<file path="config.mk">
export PLATFORM = sky130hd
export DESIGN_NAME = uart_rx_flat
export DESIGN_NICKNAME = d
export VERILOG_FILES = /design/src/rtl/uart_rx_if.sv /design/src/rtl/uart_rx.sv /design/src/flat_wrapper.sv
export SDC_FILE = /design/constraint.sdc
export NUM_CORES = 1
export LEC_CHECK = 0
export ABC_AREA = 1
export CORE_MARGIN = 2
export CORE_UTILIZATION = 45
export DETAILED_ROUTE_END_ITERATION = 8
export GPL_ROUTABILITY_DRIVEN = 0
export MAX_ROUTING_LAYER = met4
export PLACE_DENSITY_LB_ADDON = 0.12
export SLEW_MARGIN = 40
export SYNTH_ARGS = -nofsm -noshare
export SYNTH_HDL_FRONTEND = slang
export SYNTH_SLANG_ARGS = --single-unit
</file>
<file path="constraint.sdc">
create_clock -name i_clock -period 2.8 [get_ports i_clock]
set_clock_uncertainty 0.05 [all_clocks]
set_input_delay 0.7 -clock i_clock [delete_from_list [all_inputs] [get_ports i_clock]]
set_output_delay 0.7 -clock i_clock [all_outputs]
set_load 0.03 [all_outputs]
</file>
<file path="src/rtl/uart_rx_if.sv">
// Receiver-side bundle between the serial line, the UART receiver and the debug unit.
// The master modport is the receiver; the slave modport is the line driver / byte consumer.
interface uart_rx_if #(
  parameter int unsigned NB_DATA = 8
);
  logic               rx;
  logic [NB_DATA-1:0] rx_data;
  logic               rx_done;
  logic               frame_error;
  logic               busy;

  modport master (
    input  rx,
    output rx_data,
    output rx_done,
    output frame_error,
    output busy
  );

  modport slave (
    output rx,
    input  rx_data,
    input  rx_done,
    input  frame_error,
    input  busy
  );
endinterface

</file>
<file path="src/rtl/uart_rx.sv">
// 8N1 UART receiver with 16x oversampling tick generator, two-flop input synchroniser
// and framing-error detection. Bytes are reported as one-cycle strobes to the debug unit.
module uart_rx #(
  parameter int unsigned NB_DATA   = 8,
  parameter int unsigned SB_TICK   = 16,
  parameter int unsigned CLK_FREQ  = 50000000,
  parameter int unsigned BAUD_RATE = 19200
) (
  input  logic      i_clock,
  input  logic      i_reset,
  uart_rx_if.master bus
);

  localparam int unsigned DIVISOR = CLK_FREQ / (BAUD_RATE * 16);
  localparam int unsigned NB_DIV  = (DIVISOR > 1) ? $clog2(DIVISOR) : 1;
  localparam int unsigned SMax    = (SB_TICK > 16) ? SB_TICK : 16;
  localparam int unsigned NB_S    = $clog2(SMax);
  localparam int unsigned NB_N    = (NB_DATA > 1) ? $clog2(NB_DATA) : 1;

  localparam logic [NB_DIV-1:0] DivLast   = NB_DIV'(DIVISOR - 1);
  localparam logic [NB_S-1:0]   SStartMid = NB_S'(7);
  localparam logic [NB_S-1:0]   SBitLast  = NB_S'(15);
  localparam logic [NB_S-1:0]   SStopMid  = NB_S'(SB_TICK - 1);
  localparam logic [NB_N-1:0]   NLast     = NB_N'(NB_DATA - 1);

  typedef enum logic [2:0] {
    StIdle,
    StStart,
    StData,
    StStop,
    StBreak
  } state_e;

  state_e             state_q, state_d;
  logic [NB_DIV-1:0]  div_q, div_d;
  logic               tick;
  logic [NB_S-1:0]    s_q, s_d;
  logic [NB_N-1:0]    n_q, n_d;
  logic [NB_DATA-1:0] shift_q, shift_d;
  logic [NB_DATA-1:0] rx_data_q, rx_data_d;
  logic               done_q, done_d;
  logic               ferr_q, ferr_d;
  logic               rx_meta_q, rx_s_q;

  // Free-running; deliberately not re-phased on the start edge.
  always_comb begin
    tick  = (div_q == DivLast);
    div_d = tick ? '0 : div_q + 1'b1;
  end

  always_comb begin
    state_d   = state_q;
    s_d       = s_q;
    n_d       = n_q;
    shift_d   = shift_q;
    rx_data_d = rx_data_q;
    done_d    = 1'b0;
    ferr_d    = 1'b0;

    unique case (state_q)
      StIdle: begin
        if (!rx_s_q) begin
          state_d = StStart;
          s_d     = '0;
        end
      end

      StStart: begin
        if (tick) begin
          if (s_q == SStartMid) begin
            if (!rx_s_q) begin
              state_d = StData;
              s_d     = '0;
              n_d     = '0;
            end else begin
              state_d = StIdle;
            end
          end else begin
            s_d = s_q + 1'b1;
          end
        end
      end

      StData: begin
        if (tick) begin
          if (s_q == SBitLast) begin
            s_d     = '0;
            shift_d = {rx_s_q, shift_q[NB_DATA-1:1]};
            if (n_q == NLast) begin
              state_d = StStop;
            end else begin
              n_d = n_q + 1'b1;
            end
          end else begin
            s_d = s_q + 1'b1;
          end
        end
      end

      StStop: begin
        if (tick) begin
          if (s_q == SStopMid) begin
            if (rx_s_q) begin
              rx_data_d = shift_q;
              done_d    = 1'b1;
              state_d   = StIdle;
            end else begin
              ferr_d  = 1'b1;
              state_d = StBreak;
            end
          end else begin
            s_d = s_q + 1'b1;
          end
        end
      end

      // A line held low must return high before another start edge is accepted.
      StBreak: begin
        if (rx_s_q) begin
          state_d = StIdle;
        end
      end

      default: state_d = StIdle;
    endcase
  end

  always_ff @(posedge i_clock) begin
    if (!i_reset) begin
      state_q   <= StIdle;
      div_q     <= '0;
      s_q       <= '0;
      n_q       <= '0;
      shift_q   <= '0;
      rx_data_q <= '0;
      done_q    <= 1'b0;
      ferr_q    <= 1'b0;
      rx_meta_q <= 1'b1;
      rx_s_q    <= 1'b1;
    end else begin
      state_q   <= state_d;
      div_q     <= div_d;
      s_q       <= s_d;
      n_q       <= n_d;
      shift_q   <= shift_d;
      rx_data_q <= rx_data_d;
      done_q    <= done_d;
      ferr_q    <= ferr_d;
      rx_meta_q <= bus.rx;
      rx_s_q    <= rx_meta_q;
    end
  end

  assign bus.rx_data     = rx_data_q;
  assign bus.rx_done     = done_q;
  assign bus.frame_error = ferr_q;
  assign bus.busy        = (state_q != StIdle);

endmodule

</file>
<file path="src/flat_wrapper.sv">
// flat-port wrapper written by rule: the top's interface ports become plain ports
module uart_rx_flat 
#(
  parameter int unsigned NB_DATA   = 8,
  parameter int unsigned SB_TICK   = 16,
  parameter int unsigned CLK_FREQ  = 50000000,
  parameter int unsigned BAUD_RATE = 19200
)
  (i_clock, i_reset, bus_rx, bus_rx_data, bus_rx_done, bus_frame_error, bus_busy);
  uart_rx_if #(.NB_DATA(NB_DATA)) bus_i ();
  input  logic i_clock;
  input  logic i_reset;
  input wire logic [$bits(bus_i.rx)-1:0] bus_rx;
  output wire logic [$bits(bus_i.rx_data)-1:0] bus_rx_data;
  output wire logic [$bits(bus_i.rx_done)-1:0] bus_rx_done;
  output wire logic [$bits(bus_i.frame_error)-1:0] bus_frame_error;
  output wire logic [$bits(bus_i.busy)-1:0] bus_busy;
  assign bus_i.rx = bus_rx;
  assign bus_rx_data = bus_i.rx_data;
  assign bus_rx_done = bus_i.rx_done;
  assign bus_frame_error = bus_i.frame_error;
  assign bus_busy = bus_i.busy;
  uart_rx #(.NB_DATA(NB_DATA), .SB_TICK(SB_TICK), .CLK_FREQ(CLK_FREQ), .BAUD_RATE(BAUD_RATE)) u_core (.i_clock(i_clock), .i_reset(i_reset), .bus(bus_i));
endmodule
</file>
==> summary.log <==
INFO  outcome        status=finished clean
INFO  die            rows=23
INFO  clocking       cts.root.buffer_cell=sky130_fd_sc_hd__clkbuf_8
INFO  clocking       cts_resized=0
INFO  power_and_ir_drop power.sequential.fraction=39.5%
INFO  power_and_ir_drop power_switching_share=38.9%
INFO  logic_synthesis synth.area.mux_share=0%
INFO  clocking       post-cts-setup-buffer-count=0
INFO  worst_setup_path timing.critical_path.from_type=register
INFO  clocking       cts-htree-levels=2
INFO  detailed_routing drc=0
INFO  global_routing grt_max_degree=18
INFO  global_routing grt_first_pass_wirelength=5980um
INFO  logic_synthesis postSynthAreaPerCell=7.53um2
INFO  power_and_ir_drop power.leakage=0.844nW
INFO  clocking       worst_skew_pair.late_latency=0.29ns
INFO  logic_synthesis count_of_synthesis_stage_warnings_from_yosys=0
INFO  logic_synthesis yosys_register_bits=38
INFO  timing         final_setup_tns=0ns
INFO  finish         final-instance-count-excl-fill=310
INFO  timing         achievable-frequency=424MHz
INFO  clocking       cts_made_buffers=5
INFO  placed_design  dpl.hpwl=2510um
INFO  placed_design  io_buffers=13
INFO  timing         setup_violations=0
INFO  clocking       tritoncts_num_sinks=38
INFO  detailed_routing routedWlPerCell=11.4um
INFO  hold_path      holdCritStartpoint=u_core.rx_meta_q$_SDFF_PN1_
INFO  detailed_routing postRouteWirelength=3530um
INFO  global_routing grt_overflow=0
INFO  finish         area_growth=14.1%
INFO  timing         finalHoldViolCount=0
INFO  power_and_ir_drop net_switching_power_of_the_design=0.628mW
INFO  finish         nets=267
INFO  detailed_routing final_antenna_net_count=0
INFO  logic_synthesis dominant_combinational_cell_family_by_area_after_synthesis=simple AND/OR/NAND/NOR gates
INFO  logic_synthesis synthesis.area=1830um2
INFO  detailed_routing drt-pass1-iter-count=4
INFO  die            top_level_ports=14
INFO  finish         share_of_the_core_filled_with_cells=52.6%
INFO  global_routing antenna_found_initial=0
INFO  timing         post-route-period-util=84.3%
INFO  clocking       cts.clk_slew.worst_paths=0.08ns
INFO  logic_synthesis yosys.area_share.xor_xnor=0.957%
INFO  timing         worst_pin_slew=0.443ns
INFO  power_and_ir_drop power_density=772nW/um2
INFO  logic_synthesis synth_edf_count=0
INFO  placed_design  dp.cells=302
INFO  power_and_ir_drop internal_power=0.985mW
INFO  worst_setup_path cp_data_arrival_time=1.61ns
INFO  clocking       cts_tree=yes
INFO  worst_setup_path critical_path.startpoint=u_core.state_q[1]$_SDFFE_PN0P_
INFO  logic_synthesis postSynthNetCount=251
INFO  logic_synthesis synth_simple_gate_area_share=33.2%
INFO  power_and_ir_drop p_clk_share=24.4%
INFO  clocking       hold_buffers=0
INFO  worst_setup_path worst-setup-path-type=reg2out
INFO  logic_synthesis synth.distinct_cells=30
INFO  die            core=3970um2
INFO  timing         grt_setup_unrepaired=no
INFO  finish         mostFrequentLayoutCells=sky130_fd_sc_hd__nor2_1 (42), sky130_fd_sc_hd__nand2_1 (42), sky130_fd_sc_hd__dfxtp_1 (38), sky130_fd_sc_hd__inv_1 (21), sky130_fd_sc_hd__a21oi_1 (17)
INFO  clocking       clock_path_buffers=2
INFO  timing         timing.max_slew.rel_slack=70.4%
INFO  timing         slew_violations=0
INFO  hold_path      hold_path.class=reg2reg
INFO  logic_synthesis seq_area_frac_synth=41.6%
INFO  worst_setup_path top_fanout_value_on_the_critical_path=6
INFO  flow_run       max_cap_violations=0
INFO  finish         n_antenna_cell=0
INFO  global_routing track_usage=18.1%
INFO  die            floorplan.die.height=67.8um
INFO  worst_setup_path worst-endpoint-required=2.05ns
INFO  power_and_ir_drop vdd_drop_max=459uV
INFO  detailed_routing drt_iter0_drc=54
INFO  timing         period_needed=2.36ns
INFO  logic_synthesis share_of_synthesized_flip_flops_with_an_asynchronous_set_or_reset=0%
INFO  die            initial_utilization=46.1%
INFO  detailed_routing routed-via-count=1,492
INFO  worst_setup_path worst_r2r_startpoint=u_core.div_q[0]$_SDFF_PP0_
INFO  logic_synthesis synthFlopType=sky130_fd_sc_hd__dfxtp_1
INFO  global_routing first_global_vias=1,298
INFO  die            fp.dieArea=4590um2
INFO  die            die_extent_in_x=67.8um
INFO  logic_synthesis syn_inst=243
INFO  power_and_ir_drop combPwrFrac=36.0%
INFO  worst_setup_path cp-end-kind=primary output
INFO  detailed_routing drt-vias-per-instance=4.81
INFO  logic_synthesis post_synth_fa_ha_maj_area_fraction=3.42%
INFO  finish         share_of_cells_above_drive_strength_1=16.2%
INFO  logic_synthesis synthesized_area_fraction_occupied_by_ao_oa_aoi_and_oai_cells=13.0%
worst paths after layout:
| check | to | slack [ns] | depth (start not counted) |
|---|---|---|---|
| worst max register to register | u_core.shift_q[6]$_SDFFE_PN0P_ | 1.02 | 8 |
| worst min-delay path | u_core.rx_s_q$_SDFF_PN1_ | 0.37 | 1 |
| worst max-delay path | bus_busy | 0.44 | 3 |
| worst min register to register | u_core.rx_s_q$_SDFF_PN1_ | 0.37 | 1 |
synthesized netlist by cell type (2+ instances only):
| master | number | area [um2] |
|---|---|---|
| sky130_fd_sc_hd__a211oi_2 | 2 | 25.0 |
| sky130_fd_sc_hd__a21oi_1 | 17 | 85.1 |
| sky130_fd_sc_hd__a31oi_1 | 2 | 12.5 |
| sky130_fd_sc_hd__buf_2 | 2 | 10.0 |
| sky130_fd_sc_hd__buf_6 | 2 | 22.5 |
| sky130_fd_sc_hd__dfxtp_1 | 38 | 761 |
| sky130_fd_sc_hd__ha_1 | 5 | 62.6 |
| sky130_fd_sc_hd__inv_1 | 21 | 78.8 |
| sky130_fd_sc_hd__inv_2 | 8 | 30.0 |
| sky130_fd_sc_hd__nand2_1 | 42 | 158 |
| sky130_fd_sc_hd__nand2_2 | 6 | 37.5 |
| sky130_fd_sc_hd__nand2_4 | 3 | 33.8 |
| sky130_fd_sc_hd__nand3_1 | 8 | 40.0 |
| sky130_fd_sc_hd__nand4_1 | 3 | 18.8 |
| sky130_fd_sc_hd__nor2_1 | 42 | 158 |
| sky130_fd_sc_hd__nor2_2 | 2 | 12.5 |
| sky130_fd_sc_hd__nor2_4 | 6 | 67.6 |
| sky130_fd_sc_hd__nor3b_1 | 4 | 30.0 |
| sky130_fd_sc_hd__o21ai_0 | 13 | 65.1 |
| sky130_fd_sc_hd__o21ai_1 | 5 | 25.0 |
| sky130_fd_sc_hd__or2_2 | 2 | 12.5 |
| sky130_fd_sc_hd__xor2_1 | 2 | 17.5 |
stage by stage:
step	instance area, um2	hold WS, ns	worst slack [ns]	total power [mW]
2_1_floorplan	1830	0.343	1.29	1.10
3_3_place_gp	1990	0.358	0.780	1.22
3_5_place_dp	1990	0.359	0.761	1.23
4_1_cts	2090	0.378	0.436	1.62
5_1_grt	2090	0.384	0.348	1.74
6_report	2090	0.370	0.440	1.61
logic make-up after synthesis:
logic type,after synthesis
buffers and inverters,34
adders and majority gates,5
AOI/OAI and AO/OA,42
DFF,38
xor gates and xnor gates,2
and+or+nand+nor,122
per-layer routing:
metal  vias up  part of all wire, %  track usage, %
met1       653                   51            24.2
li1        811                    -               -
met4         0                  1.3            6.00
met2        23                   43            26.1
met3         5                  4.0            5.50
met5         -                    0               -
sequential cells by signal, summed over array words and instances, names as in the netlist:
register	count
u_core.rx_meta_q	1
u_core.s_q	4
u_core.bus.frame_error	1
u_core.n_q	3
u_core.bus.rx_done	1
u_core.div_q	8
u_core.state_q	3
u_core.rx_s_q	1
u_core.shift_q	8
u_core.bus.rx_data	8
area by class of cell:
type	instances	area [um2]
Clock inverter	2	12.5
Multi-Input combinational cell	171	925
Clock buffer	6	82.6
Sequential cell	38	761
Inverter	29	109
Timing Repair Buffer	14	138
Fill cell	410	1880
Tap cell	50	62.6
power groups by stage:
stage | sequential (mW) | clock, mW | combinational [mW]
3_5_place_dp | 0.649 | 0 | 0.576
6_report | 0.638 | 0.394 | 0.581
3_3_place_gp | 0.648 | 0 | 0.577
4_1_cts | 0.637 | 0.406 | 0.582
2_1_floorplan | 0.639 | 0 | 0.465
5_1_grt | 0.645 | 0.436 | 0.658
critical path: stages (launching register included):
cell	delay (ns)
sky130_fd_sc_hd__dfxtp_1	0.49
sky130_fd_sc_hd__nor2_1	0.11
sky130_fd_sc_hd__nand2_1	0.07
sky130_fd_sc_hd__clkdlybuf4s50_1	0.66
Power figures use the tool's default switching activity.
